`src/rtl/phaser_scheduler_pkg.sv`:
```
// Shared definitions for the phaser scheduler: state encodings, the phaser
// unfire code and the default per-wait timeout.
package phaser_scheduler_pkg;

    typedef enum logic [3:0] {
        SS_IDLE        = 4'd0,
        SS_SELECT      = 4'd1,
        SS_FIRE        = 4'd2,
        SS_WAIT_BUSY   = 4'd3,
        SS_WAIT_UNFIRE = 4'd4,
        SS_UNFIRE      = 4'd5,
        SS_WAIT_IDLE   = 4'd6,
        SS_ABORT       = 4'd7,
        SS_DONE        = 4'd8
    } sched_state_t;

    localparam logic [2:0]  PH_UNFIRE       = 3'd6;
    localparam logic [15:0] DEFAULT_TIMEOUT = 16'd50000;

    // States in which the timeout counter runs.
    function automatic logic is_wait_state(input sched_state_t s);
        return (s == SS_WAIT_BUSY) || (s == SS_WAIT_UNFIRE) || (s == SS_WAIT_IDLE);
    endfunction

    // States in which the serviced phaser sees its fire line high.
    function automatic logic is_fire_state(input sched_state_t s);
        return (s == SS_FIRE) || (s == SS_WAIT_BUSY) || (s == SS_WAIT_UNFIRE);
    endfunction

endpackage

```
`src/rtl/phaser_scheduler_lowest_set_sel.sv`:
```
// Priority encoder: index of the lowest set bit of vec, with a flag when no
// bit is set (idx is then 0).
module lowest_set_sel #(
    parameter int W  = 7,
    parameter int IW = 3
) (
    input  logic [W-1:0]  vec,
    output logic [IW-1:0] idx,
    output logic          none
);

    // Scanning downward lets the lowest set bit be the last one written.
    always_comb begin
        idx  = '0;
        none = 1'b1;
        for (int i = W - 1; i >= 0; i--) begin
            if (vec[i]) begin
                idx  = IW'(i);
                none = 1'b0;
            end
        end
    end

endmodule

```
`src/rtl/phaser_scheduler.sv`:
```
// Walks a mask of DCM phasers lowest index first, running the fire/unfire
// handshake on one phaser at a time with per-wait timeout recovery.
module phaser_scheduler
    import phaser_scheduler_pkg::*;
#(
    parameter int          NCH     = 7,
    parameter logic [15:0] TIMEOUT = DEFAULT_TIMEOUT
) (
    input  logic             clock,
    input  logic             global_reset_n,
    input  logic             start,
    input  logic [NCH-1:0]   ch_mask,
    input  logic [NCH-1:0]   ph_busy,
    input  logic [3*NCH-1:0] ph_sm_vec,
    output logic [NCH-1:0]   ph_fire,
    output logic [NCH-1:0]   ph_reset,
    output logic             sched_busy,
    output logic [2:0]       cur_ch,
    output logic             done,
    output logic [NCH-1:0]   err,
    output logic [3:0]       sm_vec
);

    sched_state_t   state;
    sched_state_t   nxt;
    logic [NCH-1:0] pending;
    logic [15:0]    cnt;
    logic           start_q;

    logic [2:0]     sel_idx;
    logic           sel_none;
    logic [2:0]     nxt_cur;
    logic           cur_busy;
    logic [2:0]     cur_sm;
    logic [NCH-1:0] cur_bit;
    logic           accept;
    logic           release_ch;
    logic           timeout_hit;

    function automatic logic [NCH-1:0] onehot(input logic [2:0] idx);
        logic [NCH-1:0] v;
        v = '0;
        for (int i = 0; i < NCH; i++) begin
            if (idx == 3'(i)) v[i] = 1'b1;
        end
        return v;
    endfunction

    lowest_set_sel #(
        .W  (NCH),
        .IW (3)
    ) u_sel (
        .vec  (pending),
        .idx  (sel_idx),
        .none (sel_none)
    );

    // Route the serviced channel's phaser status without a variable part-select.
    always_comb begin
        cur_busy = 1'b0;
        cur_sm   = '0;
        for (int i = 0; i < NCH; i++) begin
            if (cur_ch == 3'(i)) begin
                cur_busy = ph_busy[i];
                cur_sm   = ph_sm_vec[3*i +: 3];
            end
        end
    end

    assign cur_bit     = onehot(cur_ch);
    assign accept      = (state == SS_IDLE) && start && !start_q;
    assign timeout_hit = (cnt == TIMEOUT);

    always_comb begin
        nxt = state;
        unique case (state)
            SS_IDLE:        if (accept) nxt = SS_SELECT;
            SS_SELECT:      nxt = sel_none ? SS_DONE : SS_FIRE;
            SS_FIRE:        nxt = SS_WAIT_BUSY;
            SS_WAIT_BUSY: begin
                if (timeout_hit)   nxt = SS_ABORT;
                else if (cur_busy) nxt = SS_WAIT_UNFIRE;
            end
            SS_WAIT_UNFIRE: begin
                if (timeout_hit)              nxt = SS_ABORT;
                else if (cur_sm == PH_UNFIRE) nxt = SS_UNFIRE;
            end
            SS_UNFIRE:      nxt = SS_WAIT_IDLE;
            SS_WAIT_IDLE: begin
                if (timeout_hit)    nxt = SS_ABORT;
                else if (!cur_busy) nxt = SS_SELECT;
            end
            SS_ABORT:       nxt = SS_SELECT;
            SS_DONE:        nxt = SS_IDLE;
            default:        nxt = SS_IDLE;
        endcase
    end

    always_comb begin
        nxt_cur = cur_ch;
        if (nxt == SS_IDLE)
            nxt_cur = '0;
        else if ((state == SS_SELECT) && !sel_none)
            nxt_cur = sel_idx;
    end

    assign release_ch = (state == SS_ABORT) ||
                        ((state == SS_WAIT_IDLE) && (nxt == SS_SELECT));

    // Outputs are decoded from the next state so they move with the state.
    always_ff @(posedge clock) begin
        if (!global_reset_n) begin
            state      <= SS_IDLE;
            pending    <= '0;
            cnt        <= '0;
            start_q    <= 1'b0;
            cur_ch     <= '0;
            ph_fire    <= '0;
            ph_reset   <= '0;
            sched_busy <= 1'b0;
            done       <= 1'b0;
            err        <= '0;
            sm_vec     <= '0;
        end else begin
            state   <= nxt;
            start_q <= start;
            cur_ch  <= nxt_cur;

            if (nxt != state)
                cnt <= '0;
            else if (is_wait_state(state))
                cnt <= cnt + 16'd1;

            if (accept)
                pending <= ch_mask;
            else if (release_ch)
                pending <= pending & ~cur_bit;

            ph_fire    <= is_fire_state(nxt) ? onehot(nxt_cur) : '0;
            ph_reset   <= (nxt == SS_ABORT) ? cur_bit : '0;
            sched_busy <= (nxt != SS_IDLE);
            sm_vec     <= nxt;

            if (accept) begin
                done <= 1'b0;
                err  <= '0;
            end else begin
                if (state == SS_DONE) done <= 1'b1;
                if (nxt == SS_ABORT)  err  <= err | cur_bit;
            end
        end
    end

endmodule

```
`config.mk`:
```
export PLATFORM = sky130hd
export DESIGN_NAME = phaser_scheduler
export DESIGN_NICKNAME = d
export VERILOG_FILES = /design/src/rtl/phaser_scheduler_pkg.sv /design/src/rtl/phaser_scheduler_lowest_set_sel.sv /design/src/rtl/phaser_scheduler.sv
export SDC_FILE = /design/constraint.sdc
export NUM_CORES = 1
export LEC_CHECK = 0
export CAP_MARGIN = 20
export CORE_ASPECT_RATIO = 1.2
export CORE_MARGIN = 2
export CORE_UTILIZATION = 40
export DETAILED_ROUTE_END_ITERATION = 8
export PLACE_DENSITY_LB_ADDON = 0.2
export SETUP_SLACK_MARGIN = 0.1
export SLEW_MARGIN = 5
export SYNTH_ARGS = -nofsm -noshare
export SYNTH_HDL_FRONTEND = slang
export SYNTH_HIERARCHICAL = 1
export SYNTH_SLANG_ARGS = --single-unit
```
`constraint.sdc`:
```
create_clock -name clock -period 4 [get_ports clock]
set_input_delay 0.8 -clock clock [delete_from_list [all_inputs] [get_ports clock]]
set_output_delay 0.8 -clock clock [all_outputs]
set_load 0.05 [all_outputs]
```
==> results.cfg, run 1 <==
[timing]
finalCritPeriodShare = 0.790
period_needed_ps = 3160
setup_viol = 0
drv_slew = 0
fin_setup_tns_ps = 0
worst_pin_slew_ps = 696
finalClockSkew_ps = 6.79
finalHoldViolCount = 0
relSlewSlack = 0.535
fmax_mhz = 316
rsz0062_at_grt = no

[critical_path]
reg2regPathDepth = 6
crit_buf_inv = 1
rrSetupSlack_ps = 1000
critPathArrivalTime_ps = 3370
critPathMaxStageDelay_ps = 500
start_kind = input port
path_max_fanout = 5
rr_startpoint = cur_ch[0]
worstSetupPathType = input port to flip-flop
crit_cells = 8
worstPathRequired_ps = 4210
critPathCaptureType = flip-flop
crit_chain = clkdlybuf4s50_1 -> nand4b_1 -> o31ai_1 -> mux4_2 -> a32o_1 -> a221o_1 -> or3_4 -> a2111oi_4
cpMaxStageDelayCell = mux4_2
cp_top_family = compound AO/OA/AOI/OAI gates
r2r_end = ph_fire[3]

[synth]
synth_cells = 326
synth_warnings = 6
synth_flop_cell = dfxtp_1
synth_edf_count = 0
yosysTopAreaCellShare = 0.383
ys_types = 56
synthArstFlopShare = 0
yosysSeqAreaShare = 0.383
synth-seq-cells = 54
synthTopCellsByArea = dfxtp_1 38%, nand2_1 5.1%, nor2_1 4.8%
synth_fp_nets = 366
synth_area_leader_cell = dfxtp_1
syn_area_per_cell_um2 = 8.66
synthesis.area_mm2 = 0.00282

[finish]
syn_to_final_growth_pct = 28.9
nets = 427
layout-drive-gt1-share = 0.0902
design_area_mm2 = 0.00364
diodes = 0
fin_cells = 475
finish.utilization = 0.531

[placed_design]
dp.cells = 467
placed_cell_area_mm2 = 0.00355
dpl.hpwl_um = 5040
globalplace.congestion = 0.797
portBuffers = 67

[pwr]
vdd_drop_max_v = 0.000190
leakage_nw = 1.21
power.density_mw_per_mm2 = 324
total_power_mw = 1.18

[die]
die-area_mm2 = 0.00775
fp.dieH_um = 96.0
rows = 33
initial_utilization = 0.412
io_pins = 68
chipWidth_um = 80.7
coreArea_mm2 = 0.00685

[cts]
clk-insertion-delay-late_ps = 310
cts_hold_buffers = 0
root_buffer = clkbuf_8
postCtsSetupBuffers = 0
numCtsBuffers = 5
clockBufferDepth = 2
cts_sinks = 54
cts_tree = built
cts_max_level = 2
cts_resized = 0
path_clk_slew_ps = 100

[status]
status = complete, no violations

[worst_hold_path]
whs_endpoint = err[0]
holdCritStartpoint = err[0]
hp-class = flip-flop to flip-flop
hold-path-cell-count = 2

[routing]
viasPerCell = 5.46
drtIter0Drc = 170
drtPass1Iterations = 4
num_vias = 2592
wire_per_inst_um = 14.3
drt_wl_total_um = 6810
drc_errors = 0
antenna_left = 0

[global_route]
grtUsageTotal = 0.190
first_global_vias = 2484
grt_antenna_before_repair = 0
grt_max_degree = 22
gr-total-overflow = 0
grt_pass1_wl_um = 11600

[run]
maxCapViolCount = 0
-- worst min-delay path, delay by kind of cell, from the launching register on --
kind | cells | cell delay (ps)
flip-flops | 1 | 340
AND/OR/NAND/NOR | 2 | 120
-- power by group --
group / leakage, nW / total [mW] / switching [mW] / internal [mW]
Sequential: 0.437 / 0.576 / 0.0235 / 0.553
Combinational: 0.729 / 0.294 / 0.177 / 0.117
Clock: 0.0441 / 0.309 / 0.186 / 0.123
-- layout by cell type (no fill, tap or decap), types with 5 or more instances in the layout --
| cell type | n |
|---|---|
| xor2_1 | 9 |
| nand4_1 | 5 |
| xnor2_1 | 8 |
| nor2b_1 | 7 |
| mux2i_1 | 5 |
| nor2_1 | 36 |
| nand2_1 | 38 |
| nor4_2 | 8 |
| a21oi_1 | 9 |
| o22ai_1 | 10 |
| inv_1 | 11 |
| dfxtp_1 | 54 |
| clkbuf_8 | 5 |
| o31ai_1 | 10 |
| nor4_1 | 8 |
| o21ai_0 | 6 |
| nor3_1 | 8 |
| nand3_1 | 8 |
| clkdlybuf4s50_1 | 67 |
-- metrics by stage --
step / hold WS (ps) / setup slack [ps]
2_1_floorplan: 469 / 1080
3_3_place_gp: 451 / 543
3_5_place_dp: 474 / 515
4_1_cts: 497 / 845
5_1_grt: 518 / 738
6_report: 493 / 840
-- area by class of cell --
| type | instances | area, um^2 |
|---|---|---|
| tap | 87 | 109 |
| inverter | 11 | 41.3 |
| timing repair buffer | 71 | 701 |
| sequential | 54 | 1080 |
| clock inverter | 3 | 21.3 |
| clock buffer | 5 | 68.8 |
| multi-input combinational | 244 | 1620 |
| fill | 686 | 3220 |
-- routing by layer --
layer | global-route usage | vias up | share of wire
met5 | 0 | - | 0
met4 | 0.0734 | 0 | 0.024
met3 | 0.0319 | 16 | 0.034
met2 | 0.340 | 52 | 0.49
met1 | 0.227 | 1216 | 0.45
li1 | - | 1308 | -
-- worst max path at each step --
stage	start	end	slack, ps
6_report	ph_sm_vec[15]	ph_fire[3]	840
5_1_grt	ph_sm_vec[9]	ph_fire[3]	740
4_1_cts	ph_sm_vec[15]	ph_fire[3]	850
3_5_place_dp	ph_sm_vec[9]	ph_fire[3]	520
3_3_place_gp	ph_sm_vec[15]	ph_fire[3]	540
2_1_floorplan	cur_ch[1]	ph_fire[3]	1080
-- cell families after synthesis --
| kind of cell | after synthesis | synth area share |
|---|---|---|
| buffers and inverters | 28 | 0.0443 |
| adder cells (fa/ha/maj) | 2 | 0.00886 |
| XOR/XNOR | 17 | 0.0528 |
| AND/OR/NAND/NOR | 154 | 0.303 |
| multiplexers | 8 | 0.0337 |
| flip-flops | 54 | 0.383 |
| AO/OA/AOI/OAI | 63 | 0.174 |
-- sequential cells by signal, summed over array words and instances (netlist names) --
register	flops
ph_reset	7
err	7
cnt	16
ph_fire	7
cur_ch	3
sched_busy	1
state	4
start_q	1
pending	7
done	1
-- synthesized netlist by cell type, drive strengths merged (2+ instances only) --
cell      n
nor2     36
a2111oi   4
o31ai    10
o22ai    10
inv      11
nor2b     7
nand2    38
a211oi    3
ha        2
nand2b    4
and3b     3
clkbuf    8
nand4b    4
mux2i     5
xnor2     8
and3      4
and2      2
nand3b    3
or2       4
o21ai     6
nor4     16
buf       9
xor2      9
nor4b     2
a31oi     4
or3       5
o21ba     4
nand4     5
a41oi     2
a221oi    2
dfxtp    54
nand3     8
a21oi     9
o21bai    2
mux2      2
nor3      8
Note: power is estimated with default switching activity, not from simulation.
==> run 2, diff against run 1 <==
==> constraint.sdc (replaced) <==
create_clock -name clock -period 2.77 [get_ports clock]
set_input_delay 0.554 -clock clock [delete_from_list [all_inputs] [get_ports clock]]
set_output_delay 0.554 -clock clock [all_outputs]
set_load 0.05 [all_outputs]
==> run 2 against run 1 <==
Core utilization increased by 9.3 points. Routed wire length increased by 9.4%. Global-route usage increased by 0.44 points. Final area increased by 18%. Clock power increased by 49%. Largest cell class unchanged.
==> results.cfg, run 2 (synthesis results as in run 1) <==
[critical_path]
critPathCaptureType = flip-flop
critPathArrivalTime_ps = 2870
path_max_fanout = 5
worstPathRequired_ps = 2980
start_kind = input port
worstSetupPathType = input port to flip-flop

[die]
fp.dieH_um = 96.0
io_pins = 68
coreArea_mm2 = 0.00685
rows = 33
chipWidth_um = 80.7
die-area_mm2 = 0.00775
initial_utilization = 0.412

[placed_design]
portBuffers = 67
placed_cell_area_mm2 = 0.00378
globalplace.congestion = 0.822
dpl.hpwl_um = 5280

[routing]
viasPerCell = 5.32
wire_per_inst_um = 14.5
drtIter0Drc = 112
num_vias = 2728
drt_wl_total_um = 7450
drtPass1Iterations = 4
antenna_left = 0
drc_errors = 0

[finish]
finish.utilization = 0.624
layout-drive-gt1-share = 0.251
final_common_cell = clkdlybuf4s50_1
diodes = 0
syn_to_final_growth_pct = 51.6
largest-register = cnt
nets = 465
final_cell_mix = 60 x clkdlybuf4s50_1, 48 x dfxtp_1, 38 x nand2_1
design_area_mm2 = 0.00428
largest_reg_flops = 16

[cts]
clockBufferDepth = 2
cts_hold_buffers = 0
cts_tree = built
cts_max_level = 2
clk-insertion-delay-late_ps = 310
root_buffer = clkbuf_8
numCtsBuffers = 5
path_clk_slew_ps = 100
cts_sinks = 54

[timing]
rsz0062_at_grt = yes
worst_pin_slew_ps = 522
finalCritPeriodShare = 0.960
fmax_mhz = 376
setup_viol = 0
fin_setup_tns_ps = 0
relSlewSlack = 0.651
finalClockSkew_ps = 7.55
finalHoldViolCount = 0
period_needed_ps = 2660
drv_slew = 0

[pwr]
p_clk_frac = 0.229
combPwrFrac = 0.360
p_int_mw = 1.34
vdd_drop_max_v = 0.000363
switching_share = 0.334
p_sw_mw = 0.672
power.density_mw_per_mm2 = 470
leakage_nw = 1.49
seqPwrFrac = 0.411

[status]
status = complete, no violations

[global_route]
grt_pass1_wl_um = 12000
gr-total-overflow = 0
grt_max_degree = 20
grt_antenna_before_repair = 0
first_global_vias = 2553
grtUsageTotal = 0.195

[worst_hold_path]
hp-class = flip-flop to flip-flop

[run]
maxCapViolCount = 0
-- run 2: cell types whose count changed in the layout (fill, tap and decap cells not counted), moves of 5 or more --
cell / previous run / this run
buf_4: 4 / 29
buf_6: 0 / 11
clkdlybuf4s50_1: 67 / 60
dfxtp_1: 54 / 48
dfxtp_2: 0 / 5
dlygate4sd2_1: 0 / 5
nor4_1: 8 / 0
nor4_4: 0 / 11
-- run 2: timing repair --
item / 4_1_cts / 5_1_grt
pin swaps: 7 / 23
endpoints found under the setup margin: 21 / 33
cloned: 0 / 1
gates resized for setup: 11 / 57
setup buffers: 1 / 11
-- run 2: critical path: stages --
cell,delay [ps]
clkdlybuf4s50_1,390
nand4b_1,90
o31ai_1,70
mux4_2,480
a32o_2,300
a221o_1,300
or3_4,390
a2111oi_4,290
-- run 2: area by class of cell --
| class | count | area (um^2) |
|---|---|---|
| Clock buffer | 6 | 82.6 |
| Clock inverter | 2 | 12.5 |
| Timing Repair Buffer | 109 | 1050 |
| Sequential cell | 54 | 1090 |
| Inverter | 11 | 41.3 |
| Multi-Input combinational cell | 244 | 1890 |
| Tap cell | 87 | 109 |
| Fill cell | 583 | 2580 |
-- run 2: routing by layer --
metal | track usage | wire [um]
met5 | 0 | 0
met4 | 0.0381 | 68
met3 | 0.0281 | 292
met2 | 0.342 | 3750
met1 | 0.255 | 3340
-- run 2: per-stage QoR --
step                hold slack, ps  instances  setup slack [ps]  total power, mW
floorplan                      469        326               110             1.14
global placement               453        492              -360             1.35
detailed placement             460        492              -365             1.36
CTS                            489        501              93.9             1.83
global route                   509        513             -64.9             2.11
finish                         481        513               111             2.01
-- run 2: path summary, 6_finish.rpt --
| path | start | end | slack, ps | cells past startpoint |
|---|---|---|---|---|
| setup / recovery | ph_sm_vec[16] | ph_fire[3] | 110 | 8 |
| hold / removal | err[1] | err[1] | 480 | 2 |
| setup reg to reg | pending[3] | ph_fire[3] | 130 | 9 |
| hold reg to reg | err[1] | err[1] | 480 | 2 |
-- run 2: power groups by stage --
stage / clock network [mW] / logic [mW] / registers (mW)
2_1_floorplan: 0 / 0.266 / 0.872
3_3_place_gp: 0 / 0.511 / 0.843
3_5_place_dp: 0 / 0.515 / 0.844
4_1_cts: 0.480 / 0.526 / 0.826
5_1_grt: 0.507 / 0.775 / 0.830
6_report: 0.461 / 0.723 / 0.826
==> run 3, diff against run 2 <==
--- a/config.mk
+++ b/config.mk
@@ -9,11 +9,11 @@
 export CORE_ASPECT_RATIO = 1.2
 export CORE_MARGIN = 2
 export CORE_UTILIZATION = 40
+export CTS_CLUSTER_SIZE = 12
 export DETAILED_ROUTE_END_ITERATION = 8
 export PLACE_DENSITY_LB_ADDON = 0.2
 export SETUP_SLACK_MARGIN = 0.1
 export SLEW_MARGIN = 5
 export SYNTH_ARGS = -nofsm -noshare
 export SYNTH_HDL_FRONTEND = slang
-export SYNTH_HIERARCHICAL = 1
 export SYNTH_SLANG_ARGS = --single-unit
==> run 3 against run 2 <==
Sequential cell count unchanged. First-iteration DRC count is 18% higher. Sequential share of layout area rose by 4.1 points. Count of clock-buffer cells in the layout is 1 lower. Clock skew down 0.89 ps. Cell count down 4.9%. Sequential power rose by 3.4%. Global-route usage down 0.23 points. Worst hold slack worse by 7.3 ps. Largest power group unchanged. Highest routed layer unchanged.
==> results.cfg, run 3 <==
[global_route]
grtUsageTotal = 0.193
first_global_vias = 2416
grt_antenna_before_repair = 0
grt_max_degree = 22
grt_pass1_wl_um = 11300
gr-total-overflow = 0

[timing]
period_needed_ps = 2570
holdWs_ps = 473
relSlewSlack = 0.640
finalCritPeriodShare = 0.926
rsz0062_at_grt = yes
finalHoldViolCount = 0
drv_slew = 0
finalClockSkew_ps = 6.66
worst_pin_slew_ps = 540
setup_viol = 0
fmax_mhz = 390

[synth]
synth_cells = 321
yosysTopAreaCellShare = 0.404
synthTopCellsByArea = dfxtp_1 40%, nor2_1 7.4%, nand2_1 4.5%
yosysSeqAreaShare = 0.404
ys_types = 56
syn_area_per_cell_um2 = 8.35
synth-seq-cells = 54
synthesis.area_mm2 = 0.00268
synth_area_leader_cell = dfxtp_1
synth_fp_nets = 361
synthArstFlopShare = 0
synth_flop_cell = dfxtp_1
synth_common_cells = 54 x dfxtp_1, 53 x nor2_1, 32 x nand2_1
synth_edf_count = 0
yosysMostFrequentCell = dfxtp_1
synth_warnings = 0

[critical_path]
path_max_fanout = 6
cpMaxStageDelayCell = or4_4
worstSetupPathType = flip-flop to flip-flop
critPathArrivalTime_ps = 2780
worstPathRequired_ps = 2980
start_kind = flip-flop
critPathCaptureType = flip-flop
crit_chain = or4_4 -> nor3_2 -> nor4_1 -> or3_4 -> nor4_4 -> a22oi_1 -> nor4_2
critPathMaxStageDelay_ps = 580

[cts]
clk-insertion-delay-late_ps = 300
numCtsBuffers = 5
postCtsSetupBuffers = 0
path_clk_slew_ps = 100
cts_hold_buffers = 0
root_buffer = clkbuf_8
cts_tree = built
cts_sinks = 54
cts_resized = 0
cts_max_level = 2
clockBufferDepth = 2

[routing]
drtIter0Drc = 132
drc_errors = 0
antenna_left = 0
drt_wl_total_um = 7000
viasPerCell = 5.31
drtPass1Iterations = 4
wire_per_inst_um = 14.4
num_vias = 2591

[pwr]
total_power_mw = 1.82
leakage_nw = 1.34
seqPwrFrac = 0.469
p_sw_mw = 0.601
combPwrFrac = 0.295
power.density_mw_per_mm2 = 498
vdd_drop_max_v = 0.000251
p_clk_frac = 0.236
switching_share = 0.330
p_int_mw = 1.22

[finish]
syn_to_final_growth_pct = 36.2
nets = 443
largest-register = cnt
final_cell_mix = 67 x clkdlybuf4s50_1, 53 x nor2_1, 53 x dfxtp_1
design_area_mm2 = 0.00365
layout-drive-gt1-share = 0.102
diodes = 0
final_common_cell = clkdlybuf4s50_1
largest_reg_flops = 16

[placed_design]
globalplace.congestion = 0.845
portBuffers = 67
dpl.hpwl_um = 5340
placed_cell_area_mm2 = 0.00356

[die]
rows = 32
initial_utilization = 0.416
io_pins = 68
chipWidth_um = 78.7
fp.dieH_um = 93.6
coreArea_mm2 = 0.00645
die-area_mm2 = 0.00737

[status]
status = complete, no violations

[worst_hold_path]
hp-class = flip-flop to flip-flop

[run]
maxCapViolCount = 0
-- run 3: cell types whose count changed after synthesis, sizes merged, moves of 4 or more --
cell	delta
xnor2	-5
o21ba	-4
o31ai	-7
nor2	+17
or2	-4
inv	-5
nor4	-5
nand3	+7
nand2	-6
a2111oi	-4
a21oi	+10
-- run 3: critical path: cells and delay by family, from the launching register on --
kind               cells  cell delay, ps
AOI/OAI and AO/OA      1             180
and+or+nand+nor        6            1910
DFF                    1             390
-- run 3: final cells by class --
class / count / area, um^2
Fill cell: 599 / 2800
Tap cell: 85 / 106
Clock inverter: 2 / 13.8
Inverter: 6 / 22.5
Timing Repair Buffer: 89 / 848
Clock buffer: 5 / 68.8
Sequential cell: 54 / 1080
Multi-Input combinational cell: 247 / 1510
-- run 3: kinds of logic (layout without fill, tap and decap cells) --
family	count (synthesis)	count (layout)	synth area share
flip-flops	54	54	0.404
multiplexers	4	4	0.0154
AND/OR/NAND/NOR	166	166	0.333
buffers and inverters	20	102	0.0360
adder cells (fa/ha/maj)	2	2	0.00934
XOR/XNOR	15	15	0.0490
AO/OA/AOI/OAI	60	60	0.154
-- run 3: stage by stage --
step,utilization,cells,TNS [ps],setup slack [ps]
finish,0.566,488,0,204
CTS,0.565,488,0,118
detailed placement,0.552,481,-623,-127
global placement,0.552,481,-505,-84.6
floorplan,-,321,0,124
global route,0.566,488,0,62.3
-- run 3: metal layers --
| layer | GRT usage | vias up | routed length (um) | part of all wire |
|---|---|---|---|---|
| met5 | 0 | - | 0 | 0 |
| met4 | 0.0687 | 0 | 129 | 0.018 |
| met3 | 0.0309 | 13 | 328 | 0.047 |
| met2 | 0.332 | 66 | 3450 | 0.49 |
| met1 | 0.242 | 1208 | 3090 | 0.44 |
| li1 | - | 1304 | - | - |
-- run 3: final timing paths --
kind	endpoint	slack [ps]	cells after the start	from
max	ph_fire[5]	200	7	pending[0]
min reg2reg	err[5]	470	2	err[5]
min	err[5]	470	2	err[5]
max reg2reg	ph_fire[5]	200	7	pending[0]
-- run 3: power groups by stage --
stage | sequential (mW) | combinational (mW) | clock (mW)
after floorplan | 0.901 | 0.297 | 0
after global placement | 0.871 | 0.526 | 0
after detailed placement | 0.870 | 0.530 | 0
after CTS | 0.852 | 0.533 | 0.438
after global routing | 0.860 | 0.580 | 0.466
final | 0.854 | 0.537 | 0.429
==> RTL change 1 (flow settings as in run 3) <==
The parameter `NCH` goes from 7 to 14.
--- a/src/rtl/phaser_scheduler.sv
+++ b/src/rtl/phaser_scheduler.sv
@@ -4,5 +4,5 @@
     import phaser_scheduler_pkg::*;
 #(
-    parameter int          NCH     = 7,
+    parameter int          NCH     = 14,
     parameter logic [15:0] TIMEOUT = DEFAULT_TIMEOUT
 ) (
Interface: changed (6 resized); port bits go from 68 to 124. No check against the original RTL was run, so the function may have changed too.
==> RTL change 1 against run 3 <==
- cell area is 36% higher
- combinational power grew to 3.0 times the old value
- sequential cell count is 16 higher
- non-clock buffer count is 37 higher
- setup slack worse by 19 ps
- largest power group is now combinational cells
- total power is 100% higher
- area after synthesis is 31% higher
- routed wire length is 33% higher
==> RTL change 1: results (changes against run 3) <==
outcome finished, final reports clean; hold depth 1 (-1); Syn Nets 480 (+33%); worst r2r path cells 9 (+2); first-pass GRT wire length 14800 um (+30%); worst rel slew slack 0.314 (-0.326); Non-clock buffer share 0.242 (+0.00990); Post-DP Area 4680 um2 (+32%); global-route usage over all layers 0.198 (+0.00565); synth unique cells 72 (+29%); Synth Instances 405 (+26%); number of global-route vias before repair 3234 (+34%); pre-CTS setup slack -271 ps (-145 ps); top cells by area, synth dfxtp_1 40%, nor2_1 5.8%, nand2_1 3.4%; DR vias/cell 5.21 (-1.8%); sequential fraction of the synthesis area 0.399 (-0.00497); Final Skew 12.6 ps (+5.93 ps); Placed Cells 617 (+28%); Signal buffers 126 (+42%); initial drt markers 155 (+17%); DP Wirelength 7050 um (+32%); CP Launch Point ph_busy[11]; clock network area share 0.0432 (+0.0206); Num CTS Buffers 9 (+4); #FFs+latches synth 70 (+30%); Total Routed Length 9340 um (+33%); Multi-In Gates 292 (+18%); Final Non-Filler Cells 633 (+30%); RR Startpoint cur_ch[2]; gpl congestion 0.805 (-4.6%); largest net degree at the start of global routing 26 (+18%); register area 1400 um2 (+30%); VDD IR-drop max 308 uV (+23%); fraction of area in multi-input gates 0.394 (-0.0192); Clk Latency, worst-skew pair 350 ps (+50 ps); Post-synth top cells 70 x dfxtp_1, 54 x nor2_1, 32 x nand2_1
RTL change 1: cell count changes in the layout (fill, tap and decap cells not counted), moves of 5 or more:
cell,delta
o21ai_0,+12
clkbuf_8,+5
buf_4,+5
dfxtp_1,+15
a21boi_0,+12
inv_1,+6
a21oi_1,-6
o21a_1,+14
o22ai_1,-6
clkdlybuf4s50_1,+32
RTL change 1: routing by layer:
layer	wire, um	GRT usage
met5	0	0
met4	154	0.0640
met3	472	0.0493
met2	4580	0.333
met1	4140	0.244
RTL change 1: worst max-delay path, stage by stage:
cell and delay [ps]:
clkdlybuf4s50_1 420, mux2_1 300, a32o_1 300, o2bb2ai_4 260
mux2i_4 320, and2_4 200, a31oi_1 150, nor4b_1 320
RTL change 1: worst paths after layout:
path	slack, ps	to
max	180	ph_fire[9]
min	470	err[4]
max reg2reg	220	ph_fire[9]
min reg2reg	470	err[4]
RTL change 1: kinds of logic after synthesis:
| kind of cell | share of synthesized area |
|---|---|
| mux | 0.0238 |
| flops | 0.399 |
| xor+xnor | 0.0399 |
| fa+ha+maj | 0.00712 |
| buf+inv | 0.0669 |
| compound gates | 0.191 |
| simple gates | 0.273 |
RTL change 1: power by group through the flow:
stage | combinational, W | clock [W] | sequential, W
2_1_floorplan | 0.000960 | 0 | 0.00130
3_3_place_gp | 0.00151 | 0 | 0.00122
3_5_place_dp | 0.00153 | 0 | 0.00122
4_1_cts | 0.00155 | 0.000908 | 0.00120
5_1_grt | 0.00176 | 0.000957 | 0.00122
6_report | 0.00162 | 0.000897 | 0.00120
RTL change 1: repair_timing:
| item | 4_1_cts | 5_1_grt |
|---|---|---|
| gates resized for setup | 1 | 11 |
| endpoints found under the setup margin | 2 | 11 |
| pin swaps | 0 | 2 |
==> RTL change 2 (config.mk and constraints of run 3) <==
Without the edit above. Register the inputs `start`, `ch_mask`, `ph_busy` and `ph_sm_vec` before use, without a reset. The logic sees them one clock later.
--- a/src/rtl/phaser_scheduler.sv
+++ b/src/rtl/phaser_scheduler.sv
@@ -21,4 +21,16 @@
     output logic [3:0]       sm_vec
 );
+
+    logic start_r;
+    logic [NCH-1:0] ch_mask_q;
+    logic [NCH-1:0] ph_busy_q;
+    logic [3*NCH-1:0] ph_sm_vec_q;
+
+    always_ff @(posedge clock) begin
+        start_r     <= start;
+        ch_mask_q   <= ch_mask;
+        ph_busy_q   <= ph_busy;
+        ph_sm_vec_q <= ph_sm_vec;
+    end
 
     sched_state_t   state;
@@ -62,6 +74,6 @@
         for (int i = 0; i < NCH; i++) begin
             if (cur_ch == 3'(i)) begin
-                cur_busy = ph_busy[i];
-                cur_sm   = ph_sm_vec[3*i +: 3];
+                cur_busy = ph_busy_q[i];
+                cur_sm   = ph_sm_vec_q[3*i +: 3];
             end
         end
@@ -69,5 +81,5 @@
 
     assign cur_bit     = onehot(cur_ch);
-    assign accept      = (state == SS_IDLE) && start && !start_q;
+    assign accept      = (state == SS_IDLE) && start_r && !start_q;
     assign timeout_hit = (cnt == TIMEOUT);
 
@@ -124,5 +136,5 @@
         end else begin
             state   <= nxt;
-            start_q <= start;
+            start_q <= start_r;
             cur_ch  <= nxt_cur;
 
@@ -133,5 +145,5 @@
 
             if (accept)
-                pending <= ch_mask;
+                pending <= ch_mask_q;
             else if (release_ch)
                 pending <= pending & ~cur_bit;
Function: changed (Yosys sat finds a counterexample within 4 cycles, from zero or initial values and one cycle with global_reset_n low).
==> RTL change 2 against run 3 <==
- routed wire length up 11%
- sequential cell count up 36
- clock power up 100%
- final cell count up 11%
- setup slack better by 54 ps
- clock skew up 5.2 ps
- total power up 50%
- largest cell class is now sequential cells
- area after synthesis up 25%
- cell area up 19%
==> RTL change 2: results (changes against run 3) <==
antenna violations before repair 0 (unchanged); Pleak 1.65 nW (+23%); Clk Latency, worst-skew pair 360 ps (+60 ps); largest net degree at the start of global routing 18 (-18%); total number of vias 2791 (+7.7%); max incr delay on CP 560 ps (-20 ps); CP max FO 11 (+5); Setup CP Type flop to flop; gpl congestion 0.929 (+10%); DP Wirelength 5690 um (+6.6%); Filler cells 773 (+29%); RR Startpoint cur_ch[1]; diode count 0 (unchanged); global-route usage over all layers 0.178 (-0.0147); VDD IR-drop max 341 uV (+36%); top flop regs ph_sm_vec_q: 21 flops, cnt: 16 flops; top cells by area, synth dfxtp_1 54%, nand2_1 6.4%, nor2_1 6.4%; CTS root buf clkbuf_8; synth unique cells 50 (-11%); Post-synth top cells 90 x dfxtp_1, 57 x nand2_1, 57 x nor2_1; pre-CTS setup slack 283 ps (+410 ps); PortBufs 67 (unchanged); Worst Hold Class flop to flop; Final #Nets 480 (+8.4%); Synth Area in XOR/XNOR 0.0441 (-0.00496); Final Skew 11.9 ps (+5.24 ps); outcome finished, final reports clean; sequential fraction of the synthesis area 0.538 (+0.134); number of global-route vias before repair 2744 (+14%); crit path DAT 2740 ps (-40 ps); Worst-path clk slew around 90 ps; multiplexer area fraction after synthesis 0.0247 (+0.00924); initial drt markers 206 (+56%); Post-Synth Adder-Cell Area 0.00747 (-0.00187); H-tree depth 3 (+1); first-pass GRT wire length 12600 um (+11%); average wire per standard cell 14.4 um (+0.40%); Async SR Flop Fraction 0 (unchanged); worst rel slew slack 0.637 (-0.00259); post-synthesis compound-gate area fraction 0.113 (-0.0409); drt pass-1 iters 5 (+1); Syn Nets 407 (+13%); CP delay by family, top multiplexers; CP max-delay cell dfxtp_1; Longest Clk Path Bufs 2 (unchanged); Worst Min Path Start start_r; Ys Warns 0 (unchanged); layout cell share with drive strength beyond 1 0.0809 (-0.0208); Num CTS Buffers 9 (+4); Overflow after GRT 0 (unchanged); sw frac 0.301 (-0.0293)
==> RTL change 2: changes by cell type after synthesis, moves of 6 or more <==
cell / before / now
dfxtp_1: 54 / 90
xor2_1: 12 / 6
xnor2_1: 3 / 9
a21oi_1: 19 / 13
nand3_1: 15 / 9
nand2_1: 32 / 57
==> RTL change 2: worst paths after layout <==
kind / endpoint / slack, ps / cells past startpoint
setup / recovery: ph_fire[2] / 260 / 7
hold / removal: start_q / 460 / 1
setup reg to reg: ph_fire[2] / 260 / 7
hold reg to reg: start_q / 460 / 1
==> RTL change 2: cells by family after synthesis <==
family | after synthesis
mux | 7
buf+inv | 25
fa+ha+maj | 2
simple gates | 172
compound gates | 55
flops | 90
xor+xnor | 16
==> RTL change 2: layout make-up <==
| type | instances | area share |
|---|---|---|
| Clock inverter | 6 | 0.0127 |
| Tap cell | 95 | 0.0274 |
| Inverter | 11 | 0.00952 |
| Sequential cell | 90 | 0.415 |
| Clock buffer | 10 | 0.0317 |
| Multi-Input combinational cell | 252 | 0.333 |
| Timing Repair Buffer | 76 | 0.170 |
==> RTL change 2: per-layer routing <==
layer	routed length, um	vias up	GRT usage
met1	3280	1276	0.212
met3	510	11	0.0484
li1	-	1411	-
met5	0	-	0
met2	3860	93	0.298
met4	133	0	0.0703
==> RTL change 2: power by group through the flow <==
stage	Clock (W)	Sequential, W	Combinational [W]
global route	0.000941	0.00141	0.000509
finish	0.000868	0.00140	0.000467
detailed placement	0	0.00143	0.000464
CTS	0.000885	0.00140	0.000466
global placement	0	0.00143	0.000460
floorplan	0	0.00146	0.000260
==> RTL change 2: through the flow <==
step	instance area [um2]	instances
final	4340	540
after floorplan	3350	367
after global placement	4140	524
after detailed placement	4140	524
after CTS	4330	540
after global routing	4340	540
==> RTL change 2: repair_timing <==
action                                  CTS  global route
resized for setup                         0             1
endpoints found under the hold margin     0             0
buffers inserted                          0             0
endpoints found under the setup margin    0             1
